**src/rtl/uop_block_harness.sv**
```systemverilog
// uop_block_harness: self-test driver and collector for the registered uop
// datapath. A Galois LFSR produces one stimulus vector per cycle while running.
// Returned results are folded into a MISR. The fold is aligned to the fixed
// round-trip latency by a shift register that delays the issue flag.
module uop_block_harness #(
  parameter int unsigned    W         = 64,
  parameter int unsigned    LATENCY   = 3,
  parameter int unsigned    N_VECTORS = 256,
  parameter logic [W-1:0]   POLY      = 64'hD800000000000000,
  parameter logic [W-1:0]   SEED      = 64'h1
) (
  input  logic                           clk,
  input  logic                           rst,
  input  logic                           start_i,
  output logic [W-1:0]                   src_o,
  output logic [$clog2(W)-1:0]           shamt_o,
  output logic                           issue_o,
  input  logic [W-1:0]                   dst_i,
  output logic                           busy_o,
  output logic                           done_o,
  output logic [W-1:0]                   signature_o,
  output logic [$clog2(N_VECTORS+1)-1:0] vec_cnt_o
);

  localparam int unsigned    SW       = $clog2(W);
  localparam int unsigned    CW       = $clog2(N_VECTORS + 1);
  localparam logic [CW-1:0]  LAST_CNT = CW'(N_VECTORS - 1);
  localparam logic [CW-1:0]  FULL_CNT = CW'(N_VECTORS);
  localparam logic [CW-1:0]  ONE_CNT  = CW'(1);

  // Reject parameter sets that cannot produce a meaningful run.
  if (LATENCY < 1) begin : g_bad_latency
    $error("uop_block_harness: LATENCY must be >= 1");
  end
  if (N_VECTORS < 1) begin : g_bad_nvec
    $error("uop_block_harness: N_VECTORS must be >= 1");
  end
  if (SEED == {W{1'b0}}) begin : g_bad_seed
    $error("uop_block_harness: SEED must be nonzero");
  end

  typedef enum logic [1:0] {
    S_IDLE  = 2'd0,
    S_RUN   = 2'd1,
    S_DRAIN = 2'd2,
    S_DONE  = 2'd3
  } state_t;

  state_t             state_q, state_d;
  logic [W-1:0]       lfsr_q, lfsr_d;
  logic [W-1:0]       misr_q, misr_d;
  logic [CW-1:0]      vec_cnt_q, vec_cnt_d;
  logic [CW-1:0]      iss_cnt_q, iss_cnt_d;
  logic [LATENCY-1:0] valid_q, valid_d;
  logic               issue_s;
  logic               capture_s;

  // One Galois shift step; both the LFSR and the MISR share the same polynomial.
  function automatic logic [W-1:0] galois_step(input logic [W-1:0] v);
    galois_step = (v >> 1) ^ (v[0] ? POLY : {W{1'b0}});
  endfunction

  assign issue_s   = (state_q == S_RUN);
  // The oldest pipe stage marks the cycle in which dst_i belongs to an issued vector.
  assign capture_s = valid_q[LATENCY-1];

  // Delay line for the issue flag; its tail lines dst_i up with its vector.
  always_comb begin
    valid_d    = {LATENCY{1'b0}};
    valid_d[0] = issue_s;
    for (int i = 1; i < int'(LATENCY); i++) begin
      valid_d[i] = valid_q[i-1];
    end
  end

  // Next-state, LFSR advance, and MISR compaction.
  always_comb begin
    state_d   = state_q;
    lfsr_d    = lfsr_q;
    misr_d    = misr_q;
    vec_cnt_d = vec_cnt_q;
    iss_cnt_d = iss_cnt_q;

    // The count guard keeps a stray capture from ever pushing past N_VECTORS.
    if (capture_s && (vec_cnt_q != FULL_CNT)) begin
      misr_d    = galois_step(misr_q) ^ dst_i;
      vec_cnt_d = vec_cnt_q + ONE_CNT;
    end else begin
      misr_d    = misr_q;
      vec_cnt_d = vec_cnt_q;
    end

    case (state_q)
      S_IDLE, S_DONE: begin
        if (start_i) begin
          state_d   = S_RUN;
          lfsr_d    = SEED;
          misr_d    = {W{1'b0}};
          vec_cnt_d = {CW{1'b0}};
          iss_cnt_d = {CW{1'b0}};
        end else begin
          state_d = state_q;
        end
      end
      S_RUN: begin
        lfsr_d    = galois_step(lfsr_q);
        iss_cnt_d = iss_cnt_q + ONE_CNT;
        if (iss_cnt_q == LAST_CNT) begin
          state_d = S_DRAIN;
        end else begin
          state_d = S_RUN;
        end
      end
      S_DRAIN: begin
        if (capture_s && (vec_cnt_q == LAST_CNT)) begin
          state_d = S_DONE;
        end else begin
          state_d = S_DRAIN;
        end
      end
      default: begin
        state_d = S_IDLE;
      end
    endcase
  end

  // State and datapath registers with synchronous reset.
  always_ff @(posedge clk) begin
    if (rst) begin
      state_q   <= S_IDLE;
      lfsr_q    <= SEED;
      misr_q    <= {W{1'b0}};
      vec_cnt_q <= {CW{1'b0}};
      iss_cnt_q <= {CW{1'b0}};
      valid_q   <= {LATENCY{1'b0}};
    end else begin
      state_q   <= state_d;
      lfsr_q    <= lfsr_d;
      misr_q    <= misr_d;
      vec_cnt_q <= vec_cnt_d;
      iss_cnt_q <= iss_cnt_d;
      valid_q   <= valid_d;
    end
  end

  assign src_o       = lfsr_q;
  assign shamt_o     = lfsr_q[W-1 -: SW];
  assign issue_o     = issue_s;
  assign busy_o      = (state_q == S_RUN) || (state_q == S_DRAIN);
  assign done_o      = (state_q == S_DONE);
  assign signature_o = misr_q;
  assign vec_cnt_o   = vec_cnt_q;

endmodule

```
**config.mk**
```make
export PLATFORM = sky130hd
export DESIGN_NAME = uop_block_harness
export DESIGN_NICKNAME = d
export VERILOG_FILES = /design/src/rtl/uop_block_harness.sv
export SDC_FILE = /design/constraint.sdc
export NUM_CORES = 1
export LEC_CHECK = 0
export ABC_AREA = 0
export ABC_CLOCK_PERIOD_IN_PS = 3150
export CORE_MARGIN = 5
export CORE_UTILIZATION = 45
export DETAILED_ROUTE_END_ITERATION = 6
export PLACE_DENSITY_LB_ADDON = 0.2
export SLEW_MARGIN = 30
export SYNTH_ARGS = -nofsm -noshare
export SYNTH_HDL_FRONTEND = slang
export SYNTH_SLANG_ARGS = --single-unit
```
**constraint.sdc**
```tcl
create_clock -name clk -period 3.15 [get_ports clk]
set_clock_uncertainty 0.15 [all_clocks]
set_input_delay 0.315 -clock clk [delete_from_list [all_inputs] [get_ports clk]]
set_output_delay 0.315 -clock clk [all_outputs]
set_load 0.05 [all_outputs]
```
# ---- After elaboration in Yosys (flattened, before gate mapping)
# Cells that the tools add are included.
dict set report classes {
  n_addsub 2
  n_eq_ne 7
  n_mux 16
  n_bitwise 3
  n_reduce_logical 7
}
# cell count
set ops {}
lappend ops {{two-way mux 64 bit} 6}
lappend ops {{one-hot mux 64 bit (2 select lines)} 1}
lappend ops {{XOR 63 x 64 -> 64 bit} 2}
lappend ops {{XOR 64 bit} 1}
lappend ops {{two-way mux 9 bit} 4}
lappend ops {{adder 9 x 1 -> 9 bit, second input constant} 2}
lappend ops {{equality test 9 x 8 -> 1 bit, second input constant} 2}
lappend ops {{one-hot mux 9 bit (2 select lines)} 1}
lappend ops {{!= test 9 bit, second input constant} 1}
lappend ops {{one-hot mux 2 bit (3 select lines)} 1}
lappend ops {{equality test 2 bit, second input constant} 2}
lappend ops {{two-way mux 2 bit} 2}
lappend ops {{equality test 2 x 1 -> 1 bit, second input constant} 1}
lappend ops {{logical AND 1 bit} 2}
lappend ops {{logical NOT 2 bit} 1}
lappend ops {{!= test 2 bit, second input constant} 1}
lappend ops {{AND reduction 2 bit} 1}
lappend ops {{nonzero test 2 bit} 1}
lappend ops {{OR reduction 2 bit} 1}
lappend ops {{logical OR 1 bit} 1}
lappend ops {{two-way mux 1 bit} 1}
dict set report totals {
  regBits 151
  inputBits 67
  output_inout_bits 146
  wordCells 41
}

# ---- Logic depth before layout (Yosys ltp)
# Gate-level depths: netlist (run 1).
dict set report depth {
  depth_word 6
  ltp_mapped 8
  depth_no_buf 7
}

# ---- Worst setup path before layout (run 1)
# No wires, ideal clock.
dict set report synth_timing {
  kind {flip-flop to flip-flop}
  from {register state_q[1]}
  to {register lfsr_q[0] (netlist: src_o[0])}
  t_arrival_ns 1.816
  slack_ns 1.058
  path_stages_with_launch 8
  path_buffers 2
  synth_period_minus_slack_ns 2.092
  cell_sequence {dfxtp_1 -> inv_1 -> ha_1 -> clkbuf_1 -> mux2i_1 -> clkbuf_1 -> mux2i_1 -> o21ai_0}
}
dict set report synth_via {
  word_cells_on_any_way 8
  cone_classes {eq/ne: 3; mux: 1; reduce/logical: 4}
}
# element line
set synth_lines {}
lappend synth_lines {{start, declared} 49} ;# state_t state_q, state_d;
lappend synth_lines {{start signal, assigned} 137} ;# state_q <= state_d;
lappend synth_lines {{equality test 2 x 1 -> 1 bit (*)} n/a}
lappend synth_lines {{via issue_o} 17} ;# output logic issue_o,
lappend synth_lines {{nonzero test 2 bit (no source line)} n/a}
lappend synth_lines {{AND reduction 2 bit (no source line)} n/a}
lappend synth_lines {{end signal, assigned} 138} ;# lfsr_q <= lfsr_d;
lappend synth_lines {{end, declared} 50} ;# logic [W-1:0] lfsr_q, lfsr_d;
# The timed path passes the listed nets; every way through them passes the cells marked *.
# A chain may end at the register's enable or synchronous reset.

# ---- Worst setup path in the final report (run 1)
dict set report layout_timing {
  from {register state_q[0]}
  to {output port issue_o}
}
dict set report layout_via {
  elab_chain_cells 1
}
# element line
set layout_rtl {}
lappend layout_rtl {{equality test 2 x 1 -> 1 bit} 63} ;# assign issue_s = (state_q == S_RUN);
lappend layout_rtl {{end, declared} 17}
# No other way between the ends.

==> results.txt, run 1 <==
The run finished with clean final reports. The area added between synthesis and finish works out to 41.29%. The filler cells instantiated in the layout total 1,175. The pre-antenna-repair detailed-routing pass consisted of 5 iterations.

The clock latency on the worst-skew pair came out at 0.42 ns. TritonCTS built the clock tree. For the number of clock sinks, the log shows 151.

The die height works out to 131.2 um. The tools report the initial core utilization as 0.4567. The share of cells above drive strength 1 is 0.05463.

Summing internal, switching and leakage power gives 5.829 mW. The post-route setup TNS is 0 ns, and the gate count of the mapped netlist is 707. The run gives 0.4571 as the sequential share of the synthesized area. For the count of standard-cell rows, the log shows 44. The start-to-end type of the worst setup path was flop to primary output. The parity-gate share of the synthesized area counting xor and xnor cells is 0.09536. The total nets after synthesis is 782, and the final critical-path share of the clock period is 0.8872. The fraction of registers with async set/reset works out to 0. Total leakage power: 3.854 nW.

For this design, the CTS-stage hold fixing added 0 buffers. The maximum net fanout on the critical path is 28, and the antenna cell count is 0. Setup repair after global routing left no endpoint under its margin. Cell at the root of the clock tree: clkbuf_16.

After legalization and detailed placement, the total HPWL measured 11,640 um. The compound-gate portion of the synthesized area was 0.1226. Entering global routing, the biggest net connects 100 pins.

Counting along the longest clock path gives a buffer depth of 2. The routed design has 17,070 um of wire. Initial antenna violation count: 0.

Sorting the synthesized cells by area gives the leading types as dfxtp_1 (46%), mux2i_1 (9.7%), xor2_1 (9.1%). The run gives 0.3553 ns as the worst path setup slack after routing. The minimum period implied by the final worst setup slack is 2.795 ns, and the average wire per cell in the routed design is 15.79 um.

The synthesis-stage register bit count is 151, and the clock input transition at the sequential cells of the worst setup and hold paths is 0.06 ns. Summed over all layers, the global routing overflow is 0. The fmax is 357.8 MHz, and the number of synthesized flops with an enable pin is 0.

The number of clock buffers added by TritonCTS is 17. The count of antenna-violating nets left after detailed routing came out at 0. At the placement stage, the worst setup path has a slack of 0.7330 ns.

Data on the critical path is required at its endpoint by 2.68 ns. The overall die area was 17,220 um2. The path class of the tightest hold or removal check is primary input to flop. During synthesis, Yosys emitted a total of 0 warnings. Post-route DRC violation count: 0. Traced cell by cell, the critical path runs through ha_2 -> clkdlybuf4s50_1. A synthesized cell averages 9.353 um2. The total area inside the core boundary comes to 14,480 um2. Buffers placed on the I/O ports in this run total 212. For the maximum ir drop on the vdd rail, the log shows 0.5391 mV. Post-cts gate resize count: 0.

The top-area cell type share of the netlist area was 0.4571; the distinct cell type count after synthesis was 37. The post-detailed-route via-to-cell ratio was 5.313. The max-capacitance violation count was 0; the number of primary I/O pins was 213. The final weighted congestion in routability-driven placement is 0.7705. All-layer global routing usage: 0.1892. For this run, the leading register cell type out of synthesis is dfxtp_1. Width of the chip: 131.2 um. The adder-cell area share of the yosys netlist was 0.01514; the area used by multi-input combinational logic was 3194 um2.

The first-iteration detailed-routing DRC count came out at 363. The largest individual stage delay along the critical path comes from the cell clkdlybuf4s50_1. The largest total area in the synthesized netlist belongs to dfxtp_1. The hold slack is 0.1934 ns, and the number of global-route vias before repair is 5,536. For the headroom to the max-slew limit, the log shows 0.6012.

In the layout the commonest cells are clkdlybuf4s50_1 (211), dfxtp_1 (151), nand2_1 (129), nor2_1 (71), xor2_1 (69). The logs give 0 for the number of failing hold endpoints at the final stage and 5,743 for the routed via count. The run gives 0 as the post-CTS setup buffer count. The first-pass GRT wire length is 27,810 um, and the storage element area is 3023 um2. The run gives 2.33 ns as the arrival time of data at the critical path endpoint. The net count of the finished layout is 959. Actual transition at the worst max-transition pin: 0.5982 ns. STA classifies the critical path startpoint as a flop. Dominant combinational cell family by area after synthesis: simple AND/OR/NAND/NOR gates. The library cell used most frequently in the layout, excluding fill and tap cells, is clkdlybuf4s50_1. The number of levels the H-tree was split into is 4. The number of max-slew violations in the final report is 0, and the proportion of synthesized area in mux cells is 0.09688. The element type at the critical path end was a primary output. The post-synthesis instance area was 6613 um2; the post-synthesis simple-gate area fraction was 0.1476. The total power per unit cell area came out at 623.9 nW/um2. On the worst path, the slowest cell contributes a delay of 0.93 ns.

Setup violations remaining at the end of the flow were counted as 0.
sequential cells by signal, indices dropped and copies added, names as in the netlist:
| name | cells |
|---|---|
| iss_cnt_q | 9 |
| src_o | 64 |
| vec_cnt_o | 9 |
| signature_o | 64 |
| state_q | 2 |
| valid_q | 3 |
cells in the mapped netlist, drive strengths merged, types with 8 or more instances:
cell / count
xor2: 69
a21oi: 13
o21ai: 9
buf: 29
inv: 12
ha: 8
nand3: 9
mux2i: 64
a32oi: 65
nor2: 71
clkbuf: 33
nand2: 129
dfxtp: 151
report_power, final:
part	total, mW	internal (mW)	switching, mW
clock	2.17	1.36	0.817
sequential	2.07	1.98	0.0851
combinational	1.59	0.490	1.10
cells by family after synthesis:
logic type	Yosys count
AOI/OAI and AO/OA	104
xor gates and xnor gates	72
adders and majority gates	8
buffers and inverters	74
DFF	151
muxes	64
and+or+nand+nor	234
critical path: cells and delay by family (launching register included):
family,cells,cell delay [ns]
buffers and inverters,1,0.93
flip-flops,1,0.39
adder cells (fa/ha/maj),1,0.59
layer usage:
| metal | part of all wire | global-route usage |
|---|---|---|
| met4 | 0.016 | 0.06409 |
| met5 | 0 | 0 |
| met1 | 0.46 | 0.2512 |
| met3 | 0.064 | 0.05963 |
| met2 | 0.46 | 0.2923 |
path summary, 6_finish.rpt:
check	start	endpoint	slack [ns]	cells past startpoint
worst max-delay path	state_q[0]	issue_o	0.36	2
worst min-delay path	rst	src_o[40]	0.19	2
worst max register to register	state_q[0]	src_o[20]	0.71	6
worst min register to register	valid_q[0]	valid_q[1]	0.28	1
layout make-up:
| cell class | instances | area share |
|---|---|---|
| clock buffers | 18 | 0.04701 |
| clock inverters | 14 | 0.02103 |
| inverters | 12 | 0.004821 |
| multi-input cells | 482 | 0.3419 |
| flip-flops and latches | 151 | 0.3236 |
| well taps | 184 | 0.02464 |
| repair buffers | 220 | 0.2370 |
through the flow:
stage                     utilization  cell area, um2  std cells
final                          0.6453            9343       1081
after global routing           0.6453            9343       1081
after CTS                      0.6453            9343       1081
after detailed placement       0.6014            8707       1049
after global placement         0.6014            8707       1049
after floorplan                     -            6613        707
Note: power is estimated with default switching activity, not from simulation.
==> run 2: changes to the inputs <==
--- a/config.mk
+++ b/config.mk
@@ -8,7 +8,7 @@
 export ABC_AREA = 0
 export ABC_CLOCK_PERIOD_IN_PS = 3150
 export CORE_MARGIN = 5
-export CORE_UTILIZATION = 45
+export CORE_UTILIZATION = 42
 export DETAILED_ROUTE_END_ITERATION = 6
 export PLACE_DENSITY_LB_ADDON = 0.2
 export SLEW_MARGIN = 30
==> results.txt, run 2 (synthesized netlist as in run 1, its figures left out) <==
The post-CTS setup buffer count is 0 (unchanged), and the width of the chip is 135.5 um (+3.2%). The endpoint of the lowest-slack register-to-register path was src_o[20]. The estimated wirelength of the detail-placed design is 11,730 um (+0.72%). The run gives 0.5534 mV (+2.7%) as the maximum ir drop on the vdd rail. The path with the worst hold slack has its endpoint at vec_cnt_o[8].

Post-cts gate resize count: 0 (unchanged). The area added between synthesis and finish is 41.40% (about the same). The average wire per cell in the routed design came out at 15.65 um (-0.91%). The minimum period implied by the final worst setup slack is 2.744 ns (-0.05077 ns), and the worst path setup slack after routing is 0.4061 ns (+0.05077 ns). The final weighted congestion in routability-driven placement is 0.7616 (-1.2%), and the total length of routed met2 wires is 8092 um (+4.0%).

The routed via count came out at 5,733 (-0.17%). Worst hold path depth: 4 (+2). For the antenna cell count, the log shows 0 (unchanged).

The all-layer global routing usage is 0.1855 (-0.003687). The number of clock sinks was 151 (unchanged); the standard cell area after detailed placement was 8741 um2 (+0.39%). The run gives 213 (unchanged) as the number of primary I/O pins. The tools report the number of buffers between clock root and the deepest sink as 2 (unchanged). The startpoint class of the critical path was a flop.

For the total leakage power, the log shows 3.838 nW (-0.40%). The first-iteration detailed-routing DRC count is 318 (-12%), and the setup slack on the worst flop-to-flop path is 0.72 ns (about the same). The core footprint was 15,310 um2 (+5.8%); the largest net degree at the start of global routing was 127 (+27%). The tools report the count of antenna-violating nets left after detailed routing as 0 (unchanged). The top layer used by detailed routing is met4.

By startpoint and endpoint, the worst setup path is classified as flop to primary output. The logs give 1,076 (+2.6%) for the cell count after placement and 17,320 um (+1.5%) for the total length of routed wires. The logs give 0 (unchanged) for the initial antenna violation count and 0 ns (unchanged) for the post-route setup TNS. The number of global-route vias before repair was 5,551 (+0.27%).

First-pass GRT wire length: 27,740 um (-0.25%). The flow ran to the end, and the final reports show no timing, DRC or antenna violations. The initial core utilization came out at 0.4318 (-0.02492). Leading cell type in the layout, fill and taps excluded: clkdlybuf4s50_1. The count of standard-cell rows was 45 (+2.3%).

The quantity of I/O buffers inserted on ports works out to 212 (unchanged). For the cell area after layout, the log shows 9350 um2 (about the same). The final critical-path share of the clock period was 0.8711 (-0.01612); the post-detailed-route via-to-cell ratio was 5.179 (-2.5%). The run gives 2.28 ns (-0.05 ns) as the arrival time of data at the critical path endpoint. The post-route DRC violation count came out at 0 (unchanged).

The clock buffer count from CTS came out at 17 (unchanged). The headroom to the max-slew limit is 0.5285 (-0.07274), and the count of placed standard cells in the final layout, fillers left out is 1,107 (+2.4%). Final core area utilization: 0.6105 (-0.03472). For the final layout net count, the log shows 959 (unchanged).

The number of max-slew violations in the final report is 0 (unchanged). The run gives 364.4 MHz (+1.9%) as the fmax. The worst hold path begins at rst. The top cell types in the final layout, fill and taps aside, are clkdlybuf4s50_1 (211), dfxtp_1 (151), nand2_1 (129), nor2_1 (71), xor2_1 (69).

The share of cells above drive strength 1 is 0.05022 (-0.004403), and the sum of overflow across all layers after global routing is 0 (unchanged). For the clock latency on the worst-skew pair, the log shows 0.42 ns (about the same). The startpoint identified for the worst register-to-register timing path is state_q[0].

The logs give 7741 um (-2.3%) for the wire length on met1 and 0 (unchanged) for the number of failing hold endpoints at the final stage. The worst setup slack after placement was 0.7991 ns (+0.06607 ns); the maximum net fanout on the critical path was 9 (-68%). Type of the most critical hold path: primary input to flop. The run gives 2.68 ns (about the same) as the data required time of the worst path. The detailed-routed wire length on met3 is 1231 um (+13%), and the max-capacitance violation count is 0 (unchanged). The run gives 6 (+1) as the count of TritonRoute iterations in the first routing pass.

The tools report the overall die area as 18,350 um2 (+6.6%). The clock input transition at the sequential cells of the worst setup and hold paths works out to 0.06 ns (about the same). Die height: 135.5 um (+3.2%). Setup repair after global routing left no endpoint under its margin.

The number of levels the H-tree was split into was 4 (unchanged); the total power per unit cell area was 613.2 nW/um2 (-1.7%). The worst setup path is captured at a primary output. The actual transition at the worst max-transition pin is 0.7073 ns (+0.1091 ns), and the logic depth of the worst register-to-register path is 6 (unchanged). TritonCTS built the clock tree. Total setup violations reported at the end of the flow: 0 (unchanged). CTS placed an instance of clkbuf_16 at the clock tree root. Total of hold buffers inserted after clock tree synthesis: 0 (unchanged).
run 2: cell types whose count changed in the layout (fill, tap and decap cells not counted):
cell       previous run  this run
inv_6                 4         0
bufinv_16             4         3
clkinv_2              2         1
clkinv_4              1         0
clkbuf_1              0         3
clkbuf_8              1         4
run 2: worst max-delay path by stage:
stage / cells after the start / start / to
floorplan: 7 / state_q[1] / src_o[0]
global placement: 4 / state_q[0] / busy_o
detailed placement: 6 / state_q[0] / src_o[10]
CTS: 4 / state_q[0] / busy_o
global route: 4 / state_q[0] / busy_o
finish: 4 / state_q[0] / busy_o
run 2: report_power, final:
group / internal [mW] / total, mW / switching [mW]
Combinational: 0.494 / 1.59 / 1.10
Clock: 1.32 / 2.08 / 0.753
Sequential: 1.98 / 2.06 / 0.0804
run 2: metrics by stage:
stage	power [mW]	hold slack (ns)
global route	5.990	0.06875
CTS	5.779	0.04444
floorplan	3.240	0.2638
global placement	3.652	0.2708
finish	5.733	0.06289
detailed placement	3.682	0.2756
run 2: layout make-up:
type,instances,area [um2]
Fill cell,1294,5964
Multi-Input combinational cell,482,3194
Sequential cell,151,3023
Timing Repair Buffer,220,2215
Clock buffer,24,491.7
Tap cell,211,264.0
Clock inverter,7,117.6
Inverter,12,45.04
run 2: layer usage:
layer | global-route usage | vias up
met4 | 0.05319 | 0
li1 | - | 2797
met3 | 0.06166 | 23
met5 | 0 | -
met2 | 0.2951 | 219
met1 | 0.2411 | 2694
run 2: worst max-delay path, stage by stage (launching register included):
cell             delay (ns)
dfxtp_1                0.38
inv_1                  0.06
ha_1                   0.48
inv_1                  0.12
clkdlybuf4s50_1        0.82
==> run 3: changes to the inputs <==
--- a/config.mk
+++ b/config.mk
@@ -6,9 +6,10 @@
 export NUM_CORES = 1
 export LEC_CHECK = 0
 export ABC_AREA = 0
-export ABC_CLOCK_PERIOD_IN_PS = 3150
+export ABC_CLOCK_PERIOD_IN_PS = 2490
 export CORE_MARGIN = 5
 export CORE_UTILIZATION = 42
+export CTS_BUF_LIST = sky130_fd_sc_hd__clkbuf_16
 export DETAILED_ROUTE_END_ITERATION = 6
 export PLACE_DENSITY_LB_ADDON = 0.2
 export SLEW_MARGIN = 30
==> constraint.sdc (replaced) <==
create_clock -name clk -period 2.49 [get_ports clk]
set_clock_uncertainty 0.15 [all_clocks]
set_input_delay 0.249 -clock clk [delete_from_list [all_inputs] [get_ports clk]]
set_output_delay 0.249 -clock clk [all_outputs]
set_load 0.05 [all_outputs]
==> results.txt, run 3 (synthesized netlist as in run 1, its figures left out) <==
The width of the chip is 135.5 um (unchanged), and the final critical-path share of the clock period is 0.8951. The logs give 0.41 ns (about the same) for the clock latency on the worst-skew pair and 231 (-27%) for the first-iteration detailed-routing DRC count. The run gives 1,324 (+2.3%) as the filler cell count in the final layout. The arrival time of data at the critical path endpoint came out at 1.83 ns (-0.45 ns). The logic depth of the worst register-to-register path was 6 (unchanged). The count of cell instances traversed by the critical path is 1 (-3), and the count of standard-cell rows is 45 (unchanged). Startpoint class of the critical path: a flop. The fmax was 448.7 MHz.

The count of antenna-violating nets left after detailed routing is 0 (unchanged). In the layout the commonest cells are clkdlybuf4s50_1 (209), dfxtp_1 (151), nand2_1 (129), nor2_1 (71), xor2_1 (69). Walking the worst path, the cells encountered are clkdlybuf4s50_1.

The all-layer global routing usage was 0.1827 (-0.002803); the average wire per cell in the routed design was 15.47 um (-1.1%). For the hold slack, the log shows 0.2901 ns (+0.2272 ns). The logs give 1 (+1) for the total of hold buffers inserted after clock tree synthesis and 0.6151 (+0.004575) for the final core area utilization. The tightest min-delay check is of the flop to flop type.

Estimated wirelength of the detail-placed design: 12,210 um (+4.1%). The tools report the sum of overflow across all layers after global routing as 0 (unchanged). The share of cells above drive strength 1 came out at 0.06084 (+0.01062). The max-capacitance violation count was 0 (unchanged).

Final weighted congestion in routability-driven placement: 0.7981 (+4.8%). The tools report the launch instance of the worst register-to-register path as vec_cnt_o[0]. The cell family contributing the most delay on the critical path is buffers and inverters. The worst path needs 2.229 ns of the cycle, external delays included.

The area used by multi-input combinational logic is 3194 um2 (unchanged). Clock input transition at the sequential cells of the worst setup and hold paths: 0.06 ns (about the same). The tools report the post-cts gate resize count as 0 (unchanged). The number of buffers between clock root and the deepest sink was 2 (unchanged).

The logs give 4 (unchanged) for the number of levels the H-tree was split into and 68 (-46%) for the largest net degree at the start of global routing. The overall die area was 18,350 um2 (unchanged). The worst setup slack after placement came out at 0.2454 ns (-0.5537 ns). Cell at the root of the clock tree: clkbuf_16. For the initial antenna violation count, the log shows 0 (unchanged). The start-to-end type of the worst setup path was flop to primary output. The maximum ir drop on the vdd rail is 0.7018 mV (+27%).

The tools report the clock buffer count from CTS as 17 (unchanged). Headroom to the max-slew limit: 0.6131 (+0.08461). The area added between synthesis and finish was 42.46%. Die height: 135.5 um (unchanged). Actual transition at the worst max-transition pin: 0.5786 ns (-0.1287 ns).

The slowest stage of the critical path is the clkdlybuf4s50_1 cell. The total setup violations reported at the end of the flow is 0 (unchanged). The cell area after layout is 9420 um2 (+0.75%).

For the number of global-route vias before repair, the log shows 5,566 (+0.27%). Antenna cell count: 0 (unchanged). The most critical setup path has its endpoint at vec_cnt_o[2].

The quantity of I/O buffers inserted on ports came out at 212 (unchanged). The final layout net count was 966 (+0.73%). Core footprint: 15,310 um2 (unchanged). The total power per unit cell area is 757.8 nW/um2 (+24%), and the number of max-slew violations in the final report is 0 (unchanged). The post-route setup TNS is 0 ns (unchanged), and the count of buffering cells on the critical path with inverters included is 1 (-2). Storage element area: 3023 um2 (unchanged).

For the standard cell area after detailed placement, the log shows 8856 um2 (+1.3%). Tracing the worst setup path back leads to its startpoint at vec_cnt_o[2]. The flow ran to the end, and the final reports show no timing, DRC or antenna violations. For the initial core utilization, the log shows 0.4318 (unchanged). The post-detailed-route via-to-cell ratio is 5.125 (-1.0%). The library cell used most frequently in the layout, excluding fill and tap cells, is clkdlybuf4s50_1. Setup repair after global routing left no endpoint under its margin.

The count of TritonRoute iterations in the first routing pass is 4 (-2), and the maximum net fanout on the critical path is 10 (+1). For the setup slack on the worst flop-to-flop path, the log shows 0.27 ns (-0.45 ns). The run gives 27,670 um (-0.25%) as the first-pass GRT wire length. The run gives 17,250 um (-0.41%) as the total length of routed wires. The logs give 0 (unchanged) for the number of failing hold endpoints at the final stage and 213 (unchanged) for the number of primary I/O pins. The data required time of the worst path is 2.09 ns (-0.59 ns).

The tools report the post-route DRC violation count as 0 (unchanged). In this run the critical register-to-register path is captured at signature_o[36]. The post-CTS setup buffer count is 0 (unchanged), and the total leakage power is 3.881 nW (+1.1%). The number of clock sinks was 151 (unchanged); the routed via count was 5,714 (-0.33%).

TritonCTS built the clock tree. The worst path setup slack after routing is 0.2613 ns (-0.1448 ns). STA classifies the critical path endpoint as a primary output. The largest stage delay on the critical path was 0.91 ns (+0.09 ns).
## run 3: area by class of cell
type | count | area share
clock buffers | 17 | 0.04516
clock inverters | 15 | 0.01368
inverters | 12 | 0.004782
multi-input cells | 482 | 0.3391
flip-flops and latches | 151 | 0.3209
well taps | 211 | 0.02802
repair buffers | 227 | 0.2484
## run 3: how the worst min path moves through the flow
| stage | start | to | slack (ns) | cells after the start |
|---|---|---|---|---|
| global route | valid_q[1] | valid_q[2] | 0.31 | 1 |
| CTS | valid_q[1] | valid_q[2] | 0.30 | 1 |
| floorplan | valid_q[0] | valid_q[1] | 0.26 | 1 |
| detailed placement | valid_q[1] | valid_q[2] | 0.29 | 1 |
| global placement | valid_q[0] | valid_q[1] | 0.27 | 1 |
| finish | valid_q[1] | valid_q[2] | 0.29 | 1 |
## run 3: layer usage
layer / up-vias / GRT usage / share of wire
li1: 2819 / - / -
met1: 2699 / 0.2350 / 0.45
met2: 175 / 0.2973 / 0.47
met3: 21 / 0.04792 / 0.065
met4: 0 / 0.06383 / 0.018
met5: - / 0 / 0
## run 3: report_power, final
part           internal (mW)  switching, mW  total [mW]  leakage (nW)
clock                   1.37           1.01        2.38         0.268
sequential              2.51          0.101        2.61          1.22
combinational          0.721           1.43        2.15          2.39
total                   4.60           2.54        7.14          3.88
## run 3: metrics by stage
stage / power (mW) / std cells
floorplan: 4.099 / 707
global placement: 4.745 / 1082
detailed placement: 4.790 / 1082
CTS: 7.197 / 1115
global route: 7.495 / 1115
finish: 7.139 / 1115
